==> config.mk <==
export PLATFORM = sky130hd
export DESIGN_NAME = data_memory_arbiter_flat
export DESIGN_NICKNAME = d
export VERILOG_FILES = /design/src/rtl/data_memory_arbiter_if.sv /design/src/rtl/data_memory_arbiter.sv /design/src/flat_wrapper.sv
export SDC_FILE = /design/constraint.sdc
export NUM_CORES = 1
export LEC_CHECK = 0
export ABC_AREA = 1
export ABC_CLOCK_PERIOD_IN_PS = 3700
export CORE_MARGIN = 1.5
export CORE_UTILIZATION = 30
export DETAILED_ROUTE_END_ITERATION = 10
export GPL_ROUTABILITY_DRIVEN = 0
export PLACE_DENSITY = 0.67
export SLEW_MARGIN = 20
export SYNTH_ARGS = -nofsm -noshare
export SYNTH_HDL_FRONTEND = slang
export SYNTH_SLANG_ARGS = --single-unit
export TNS_END_PERCENT = 30
==> constraint.sdc <==
create_clock -name clk -period 3.7 [get_ports clk]
set_input_delay 0.74 -clock clk [delete_from_list [all_inputs] [get_ports clk]]
set_output_delay 0.74 -clock clk [all_outputs]
set_load 0.005 [all_outputs]
==> src/rtl/data_memory_arbiter_if.sv <==
// rtl/data_memory_arbiter_if.sv - bus bundle between two requesters, the clear control and the data memory
//
// Purpose: carries every non-clock signal of data_memory_arbiter.
// Signals:
//   clear_start / clear_busy             clear request pulse / sequencer owns memory
//   pN_req, pN_we, pN_addr, pN_wdata     request from port N (0 = core, 1 = loader/DMA)
//   pN_gnt                               combinational grant, access happens this cycle
//   pN_rvalid, pN_rdata                  registered read return, one cycle after grant
//   mem_addr, mem_wdata, mem_we          memory address/write port
//   mem_rdata                            asynchronous memory read data at mem_addr
// Modports: slave = arbiter side, master = requester/memory side.
interface data_memory_arbiter_if #(
  parameter int D_ADDR_W = 12,
  parameter int DATA_W   = 8
);
  logic                clear_start;
  logic                clear_busy;

  logic                p0_req;
  logic                p0_we;
  logic [D_ADDR_W-1:0] p0_addr;
  logic [DATA_W-1:0]   p0_wdata;
  logic                p0_gnt;
  logic                p0_rvalid;
  logic [DATA_W-1:0]   p0_rdata;

  logic                p1_req;
  logic                p1_we;
  logic [D_ADDR_W-1:0] p1_addr;
  logic [DATA_W-1:0]   p1_wdata;
  logic                p1_gnt;
  logic                p1_rvalid;
  logic [DATA_W-1:0]   p1_rdata;

  logic [D_ADDR_W-1:0] mem_addr;
  logic [DATA_W-1:0]   mem_wdata;
  logic                mem_we;
  logic [DATA_W-1:0]   mem_rdata;

  modport slave (
    input  clear_start,
    input  p0_req, p0_we, p0_addr, p0_wdata,
    input  p1_req, p1_we, p1_addr, p1_wdata,
    input  mem_rdata,
    output clear_busy,
    output p0_gnt, p0_rvalid, p0_rdata,
    output p1_gnt, p1_rvalid, p1_rdata,
    output mem_addr, mem_wdata, mem_we
  );

  modport master (
    output clear_start,
    output p0_req, p0_we, p0_addr, p0_wdata,
    output p1_req, p1_we, p1_addr, p1_wdata,
    output mem_rdata,
    input  clear_busy,
    input  p0_gnt, p0_rvalid, p0_rdata,
    input  p1_gnt, p1_rvalid, p1_rdata,
    input  mem_addr, mem_wdata, mem_we
  );
endinterface

==> src/rtl/data_memory_arbiter.sv <==
// rtl/data_memory_arbiter.sv - two-port round-robin data memory arbiter with memory clear sequencer
//
// Purpose: shares one asynchronous-read data memory between port 0 (core) and
// port 1 (loader/DMA). After reset, or on clear_start, a sequencer writes zero
// to every word before arbitration resumes.
// Ports:
//   clk    rising-edge clock
//   rst_n  synchronous active-low reset
//   bus    data_memory_arbiter_if.slave (requests, grants, read returns, memory port)
module data_memory_arbiter #(
  parameter int D_ADDR_W       = 12,
  parameter int DATA_W         = 8,
  parameter int D_MEMORY_DEPTH = 1 << D_ADDR_W
) (
  input logic                   clk,
  input logic                   rst_n,
  data_memory_arbiter_if.slave  bus
);

  // One extra bit so a full 2^D_ADDR_W clear never wraps the counter.
  localparam int                CNT_W     = D_ADDR_W + 1;
  localparam logic [CNT_W-1:0]  CLR_LAST  = CNT_W'(D_MEMORY_DEPTH - 1);

  typedef enum logic {CLEAR, ARB} state_t;

  state_t              state_q, state_d;
  logic [CNT_W-1:0]    cnt_q, cnt_d;
  logic                fav1_q, fav1_d;   // 1 = port 1 wins a tie
  logic                gnt0, gnt1;
  logic                clear_busy;
  logic                mem_we;
  logic [D_ADDR_W-1:0] mem_addr;
  logic [DATA_W-1:0]   mem_wdata;
  logic                rvalid0_q, rvalid1_q;
  logic [DATA_W-1:0]   rdata0_q, rdata1_q;

  always_ff @(posedge clk) begin
    if (!rst_n) begin
      state_q   <= CLEAR;
      cnt_q     <= '0;
      fav1_q    <= 1'b0;
      rvalid0_q <= 1'b0;
      rvalid1_q <= 1'b0;
      rdata0_q  <= '0;
      rdata1_q  <= '0;
    end else begin
      state_q   <= state_d;
      cnt_q     <= cnt_d;
      fav1_q    <= fav1_d;
      rvalid0_q <= gnt0 & ~bus.p0_we;
      rvalid1_q <= gnt1 & ~bus.p1_we;
      if (gnt0 && !bus.p0_we) rdata0_q <= bus.mem_rdata;
      if (gnt1 && !bus.p1_we) rdata1_q <= bus.mem_rdata;
    end
  end

  always_comb begin
    state_d    = state_q;
    cnt_d      = cnt_q;
    fav1_d     = fav1_q;
    gnt0       = 1'b0;
    gnt1       = 1'b0;
    clear_busy = 1'b0;
    mem_we     = 1'b0;
    mem_addr   = '0;
    mem_wdata  = '0;

    case (state_q)
      CLEAR: begin
        // clear_start is deliberately not looked at here: a running clear is never restarted.
        clear_busy = 1'b1;
        mem_we     = 1'b1;
        mem_addr   = cnt_q[D_ADDR_W-1:0];
        cnt_d      = cnt_q + 1'b1;
        if (cnt_q == CLR_LAST) begin
          state_d = ARB;
          cnt_d   = '0;
        end
      end
      ARB: begin
        if (bus.clear_start) begin
          state_d = CLEAR;
          cnt_d   = '0;
        end else if (bus.p0_req && (!bus.p1_req || !fav1_q)) begin
          gnt0 = 1'b1;
        end else if (bus.p1_req) begin
          gnt1 = 1'b1;
        end

        if (gnt0) begin
          mem_we    = bus.p0_we;
          mem_addr  = bus.p0_addr;
          mem_wdata = bus.p0_wdata;
          fav1_d    = 1'b1;
        end else if (gnt1) begin
          mem_we    = bus.p1_we;
          mem_addr  = bus.p1_addr;
          mem_wdata = bus.p1_wdata;
          fav1_d    = 1'b0;
        end
      end
      default: state_d = CLEAR;
    endcase

    // While reset is held the state may not have reached CLEAR yet; keep
    // requesters and the memory quiet and report the memory as busy.
    if (!rst_n) begin
      gnt0       = 1'b0;
      gnt1       = 1'b0;
      clear_busy = 1'b1;
      mem_we     = 1'b0;
      mem_addr   = '0;
      mem_wdata  = '0;
    end
  end

  assign bus.clear_busy = clear_busy;
  assign bus.p0_gnt     = gnt0;
  assign bus.p1_gnt     = gnt1;
  assign bus.p0_rvalid  = rvalid0_q;
  assign bus.p1_rvalid  = rvalid1_q;
  assign bus.p0_rdata   = rdata0_q;
  assign bus.p1_rdata   = rdata1_q;
  assign bus.mem_we     = mem_we;
  assign bus.mem_addr   = mem_addr;
  assign bus.mem_wdata  = mem_wdata;

endmodule

==> src/flat_wrapper.sv <==
// flat-port wrapper written by rule: the top's interface ports become plain ports
module data_memory_arbiter_flat 
#(
  parameter int D_ADDR_W       = 12,
  parameter int DATA_W         = 8,
  parameter int D_MEMORY_DEPTH = 1 << D_ADDR_W
)
  (clk, rst_n, bus_clear_start, bus_p0_req, bus_p0_we, bus_p0_addr, bus_p0_wdata, bus_p1_req, bus_p1_we, bus_p1_addr, bus_p1_wdata, bus_mem_rdata, bus_clear_busy, bus_p0_gnt, bus_p0_rvalid, bus_p0_rdata, bus_p1_gnt, bus_p1_rvalid, bus_p1_rdata, bus_mem_addr, bus_mem_wdata, bus_mem_we);
  data_memory_arbiter_if #(.D_ADDR_W(D_ADDR_W), .DATA_W(DATA_W)) bus_i ();
  input logic clk;
  input logic rst_n;
  input wire logic [$bits(bus_i.clear_start)-1:0] bus_clear_start;
  input wire logic [$bits(bus_i.p0_req)-1:0] bus_p0_req;
  input wire logic [$bits(bus_i.p0_we)-1:0] bus_p0_we;
  input wire logic [$bits(bus_i.p0_addr)-1:0] bus_p0_addr;
  input wire logic [$bits(bus_i.p0_wdata)-1:0] bus_p0_wdata;
  input wire logic [$bits(bus_i.p1_req)-1:0] bus_p1_req;
  input wire logic [$bits(bus_i.p1_we)-1:0] bus_p1_we;
  input wire logic [$bits(bus_i.p1_addr)-1:0] bus_p1_addr;
  input wire logic [$bits(bus_i.p1_wdata)-1:0] bus_p1_wdata;
  input wire logic [$bits(bus_i.mem_rdata)-1:0] bus_mem_rdata;
  output wire logic [$bits(bus_i.clear_busy)-1:0] bus_clear_busy;
  output wire logic [$bits(bus_i.p0_gnt)-1:0] bus_p0_gnt;
  output wire logic [$bits(bus_i.p0_rvalid)-1:0] bus_p0_rvalid;
  output wire logic [$bits(bus_i.p0_rdata)-1:0] bus_p0_rdata;
  output wire logic [$bits(bus_i.p1_gnt)-1:0] bus_p1_gnt;
  output wire logic [$bits(bus_i.p1_rvalid)-1:0] bus_p1_rvalid;
  output wire logic [$bits(bus_i.p1_rdata)-1:0] bus_p1_rdata;
  output wire logic [$bits(bus_i.mem_addr)-1:0] bus_mem_addr;
  output wire logic [$bits(bus_i.mem_wdata)-1:0] bus_mem_wdata;
  output wire logic [$bits(bus_i.mem_we)-1:0] bus_mem_we;
  assign bus_i.clear_start = bus_clear_start;
  assign bus_i.p0_req = bus_p0_req;
  assign bus_i.p0_we = bus_p0_we;
  assign bus_i.p0_addr = bus_p0_addr;
  assign bus_i.p0_wdata = bus_p0_wdata;
  assign bus_i.p1_req = bus_p1_req;
  assign bus_i.p1_we = bus_p1_we;
  assign bus_i.p1_addr = bus_p1_addr;
  assign bus_i.p1_wdata = bus_p1_wdata;
  assign bus_i.mem_rdata = bus_mem_rdata;
  assign bus_clear_busy = bus_i.clear_busy;
  assign bus_p0_gnt = bus_i.p0_gnt;
  assign bus_p0_rvalid = bus_i.p0_rvalid;
  assign bus_p0_rdata = bus_i.p0_rdata;
  assign bus_p1_gnt = bus_i.p1_gnt;
  assign bus_p1_rvalid = bus_i.p1_rvalid;
  assign bus_p1_rdata = bus_i.p1_rdata;
  assign bus_mem_addr = bus_i.mem_addr;
  assign bus_mem_wdata = bus_i.mem_wdata;
  assign bus_mem_we = bus_i.mem_we;
  data_memory_arbiter #(.D_ADDR_W(D_ADDR_W), .DATA_W(DATA_W), .D_MEMORY_DEPTH(D_MEMORY_DEPTH)) u_core (.clk(clk), .rst_n(rst_n), .bus(bus_i));
endmodule
==> results.ini, run 1 <==
[status]
status = complete, no violations

[layout]
antenna_cells = 0
fin_nets = 427
final_cell_mix = clkdlybuf4s50_1, nand2_1, nor2_1, dfxtp_1, a21oi_1
mostFrequentLayoutCell = clkdlybuf4s50_1
syn_to_final_growth_pct = 64.4
num-fill-cells = 586
utilization_pct = 50.5
drive_gt1_share_pct = 6.45

[pwr]
ir_drop_v = 0.000162
power_density_nw_per_um2 = 273
p_leak_nw = 1.05

[die]
dieWidth_um = 80.6
pin_count = 97
dieArea_um2 = 6500
core_area_um2 = 5890
num_rows = 28
start_util_pct = 30.7
die_y_um = 80.6

[min_path]
hp-class = flop to flop

[synth]
synth-xor-area-share_pct = 0.969
avgSynthCellArea_um2 = 6.65
muxShareOfSynthArea_pct = 0
synth_edf_count = 0
synth_compound_area_share_pct = 18.1
ys.flop_type = dfxtp_1
async_flop_share_pct = 0
synthAdderAreaFrac_pct = 0.692
synth_cell_type_count = 32
yosysWarnings = 0
synth_nets = 328
syn_inst = 272
synth_top_family_by_area = simple AND/OR/NAND/NOR gates
syn_area_um2 = 1810
yosysSeqAreaShare_pct = 36.5
ys_seq_elements = 33
synth-simple-area-share_pct = 37.2

[worst_setup_path]
arrival_ps = 2630
setup.worst_path.end_class = primary output
crit_type = input port to primary output
required_ps = 2960
path_max_fanout = 11
startpoint_type = input port

[global_route]
overflow = 0
first_global_vias = 1827
grt_pass1_wl_mm = 8.65
antenna_found_initial = 0
grt.total_usage_pct = 17.2
grt_start_max_net_pins = 27

[clock_network]
cts_max_path_buffers = 2
path_clk_slew_ps = 70
clock-sinks = 33
cts-root-buf = clkbuf_8
hold_buffers = 0
postCtsSetupBuffers = 0
post_cts_resized = 0
cts_tree = done
cts.htree.levels = 2
numCtsBuffers = 5
clkLatencyLatePin_ps = 290

[drt]
drt_iter0_markers = 121
dr.pass1.iters = 4
vias_per_cell = 4.64
drc_errors = 0
ant_nets = 0
wl_per_cell_um = 12.5
wirelength_mm = 5.59
num_vias = 2072

[sta]
maxSlewViolCount = 0
rsz0062_at_grt = false
max_freq_mhz = 297
hold_violations = 0
setup_viol = 0
fin_setup_tns_ps = 0
final.min_clock_period_ps = 3370
slew_headroom_pct = 50.8
worst_pin_slew_ps = 735
finalCritPeriodShare_pct = 91.0
skew_ps = 7.98

[placed_design]
place_hpwl_mm = 4.25
port_buffers = 96

[job]
maxCapViolations = 0

==> registers in the layout, summed over array words and instances (netlist names) <==
register / count
u_core.bus.p0_rdata: 8
u_core.bus.p1_rvalid: 1
u_core.state_q: 1
u_core.cnt_q: 13
u_core.bus.p0_rvalid: 1
u_core.fav1_q: 1
u_core.bus.p1_rdata: 8
==> routing by layer <==
| layer | track usage [%] | wire, µm | vias up |
|---|---|---|---|
| met4 | 7.59 | 113 | 0 |
| met1 | 21.7 | 2400 | 876 |
| li1 | - | - | 1104 |
| met3 | 3.98 | 537 | 11 |
| met2 | 27.8 | 2530 | 81 |
| met5 | 0 | 0 | - |
==> path summary, 6_finish.rpt <==
kind / cells after the start / start / end / slack [ps]
hold / removal: 2 / u_core.bus.p1_rdata[2]$_SDFFE_PN0P_ / u_core.bus.p1_rdata[2]$_SDFFE_PN0P_ / 470
setup reg to reg: 8 / u_core.cnt_q[1]$_SDFFE_PN0P_ / u_core.cnt_q[11]$_SDFFE_PN0P_ / 1960
setup / recovery: 8 / bus_clear_start / bus_mem_addr[9] / 330
hold reg to reg: 2 / u_core.bus.p1_rdata[2]$_SDFFE_PN0P_ / u_core.bus.p1_rdata[2]$_SDFFE_PN0P_ / 470
==> per-stage QoR <==
stage | cells | hold WS (ps) | setup WS [ps] | cell area [µm²] | total power [W]
after floorplan | 272 | 438 | 1430 | 1810 | 0.000393
after global placement | 439 | 452 | 350 | 2860 | 0.000465
after detailed placement | 439 | 454 | 344 | 2860 | 0.000465
after CTS | 447 | 465 | 341 | 2970 | 0.000818
after global routing | 447 | 484 | 191 | 2970 | 0.000840
final | 447 | 465 | 332 | 2970 | 0.000810
==> layout make-up <==
cell class                 count  area, µm²  area share (%)
inverter                      17       73.8            2.48
tap                           75       93.8            3.16
clock inverter                 1       30.0            1.01
clock buffer                   7       86.3            2.91
sequential                    33        661            22.2
timing repair buffer         101        998            33.6
multi-input combinational    213       1030            34.6
==> logic make-up (layout without fill, tap and decap cells) <==
family	Yosys count	after routing
fa+ha+maj	1	1
flops	33	33
simple gates	155	155
xor+xnor	2	2
compound gates	55	55
buf+inv	26	126
==> worst max-delay path, cell delays in order <==
cell and delay, ps:
clkdlybuf4s50_1 480, nor2_1 190, nand2_1 130, nor2_4 160, buf_4 200, nand2_1 70, a31oi_1 140, clkdlybuf4s50_1 520
==> report_power, final <==
group | switching, W | internal (W)
clock | 0.000133 | 0.000219
combinational | 0.0000322 | 0.0000637
sequential | 0.00000388 | 0.000358
==> Yosys cell counts, types with 2 or more instances <==
| cell type | instances | area [µm²] |
|---|---|---|
| dfxtp_1 | 33 | 661 |
| a31oi_1 | 11 | 68.8 |
| inv_1 | 12 | 45.0 |
| xnor2_1 | 2 | 17.5 |
| o21ai_0 | 7 | 35.0 |
| buf_4 | 2 | 15.0 |
| or2_2 | 2 | 12.5 |
| nand4_1 | 5 | 31.3 |
| nor2_1 | 36 | 135 |
| buf_2 | 3 | 15.0 |
| o22ai_1 | 2 | 12.5 |
| clkbuf_1 | 3 | 11.3 |
| o21ai_1 | 6 | 30.0 |
| nand3_1 | 9 | 45.0 |
| a21oi_1 | 19 | 95.1 |
| clkinv_4 | 2 | 17.5 |
| nand2_1 | 93 | 349 |
| inv_2 | 2 | 7.51 |
| nor3_1 | 3 | 15.0 |
| a22o_1 | 8 | 70.1 |
(Power assumes the default switching activity.)
==> inputs of run 2 (changes only) <==
--- a/config.mk
+++ b/config.mk
@@ -9,6 +9,7 @@
 export ABC_CLOCK_PERIOD_IN_PS = 3700
 export CORE_MARGIN = 1.5
 export CORE_UTILIZATION = 30
+export CTS_CLUSTER_DIAMETER = 30
 export DETAILED_ROUTE_END_ITERATION = 10
 export GPL_ROUTABILITY_DRIVEN = 0
 export PLACE_DENSITY = 0.67
==> results of run 2 <==
The final DEF is identical to that of run 1; final timing and power are the same.
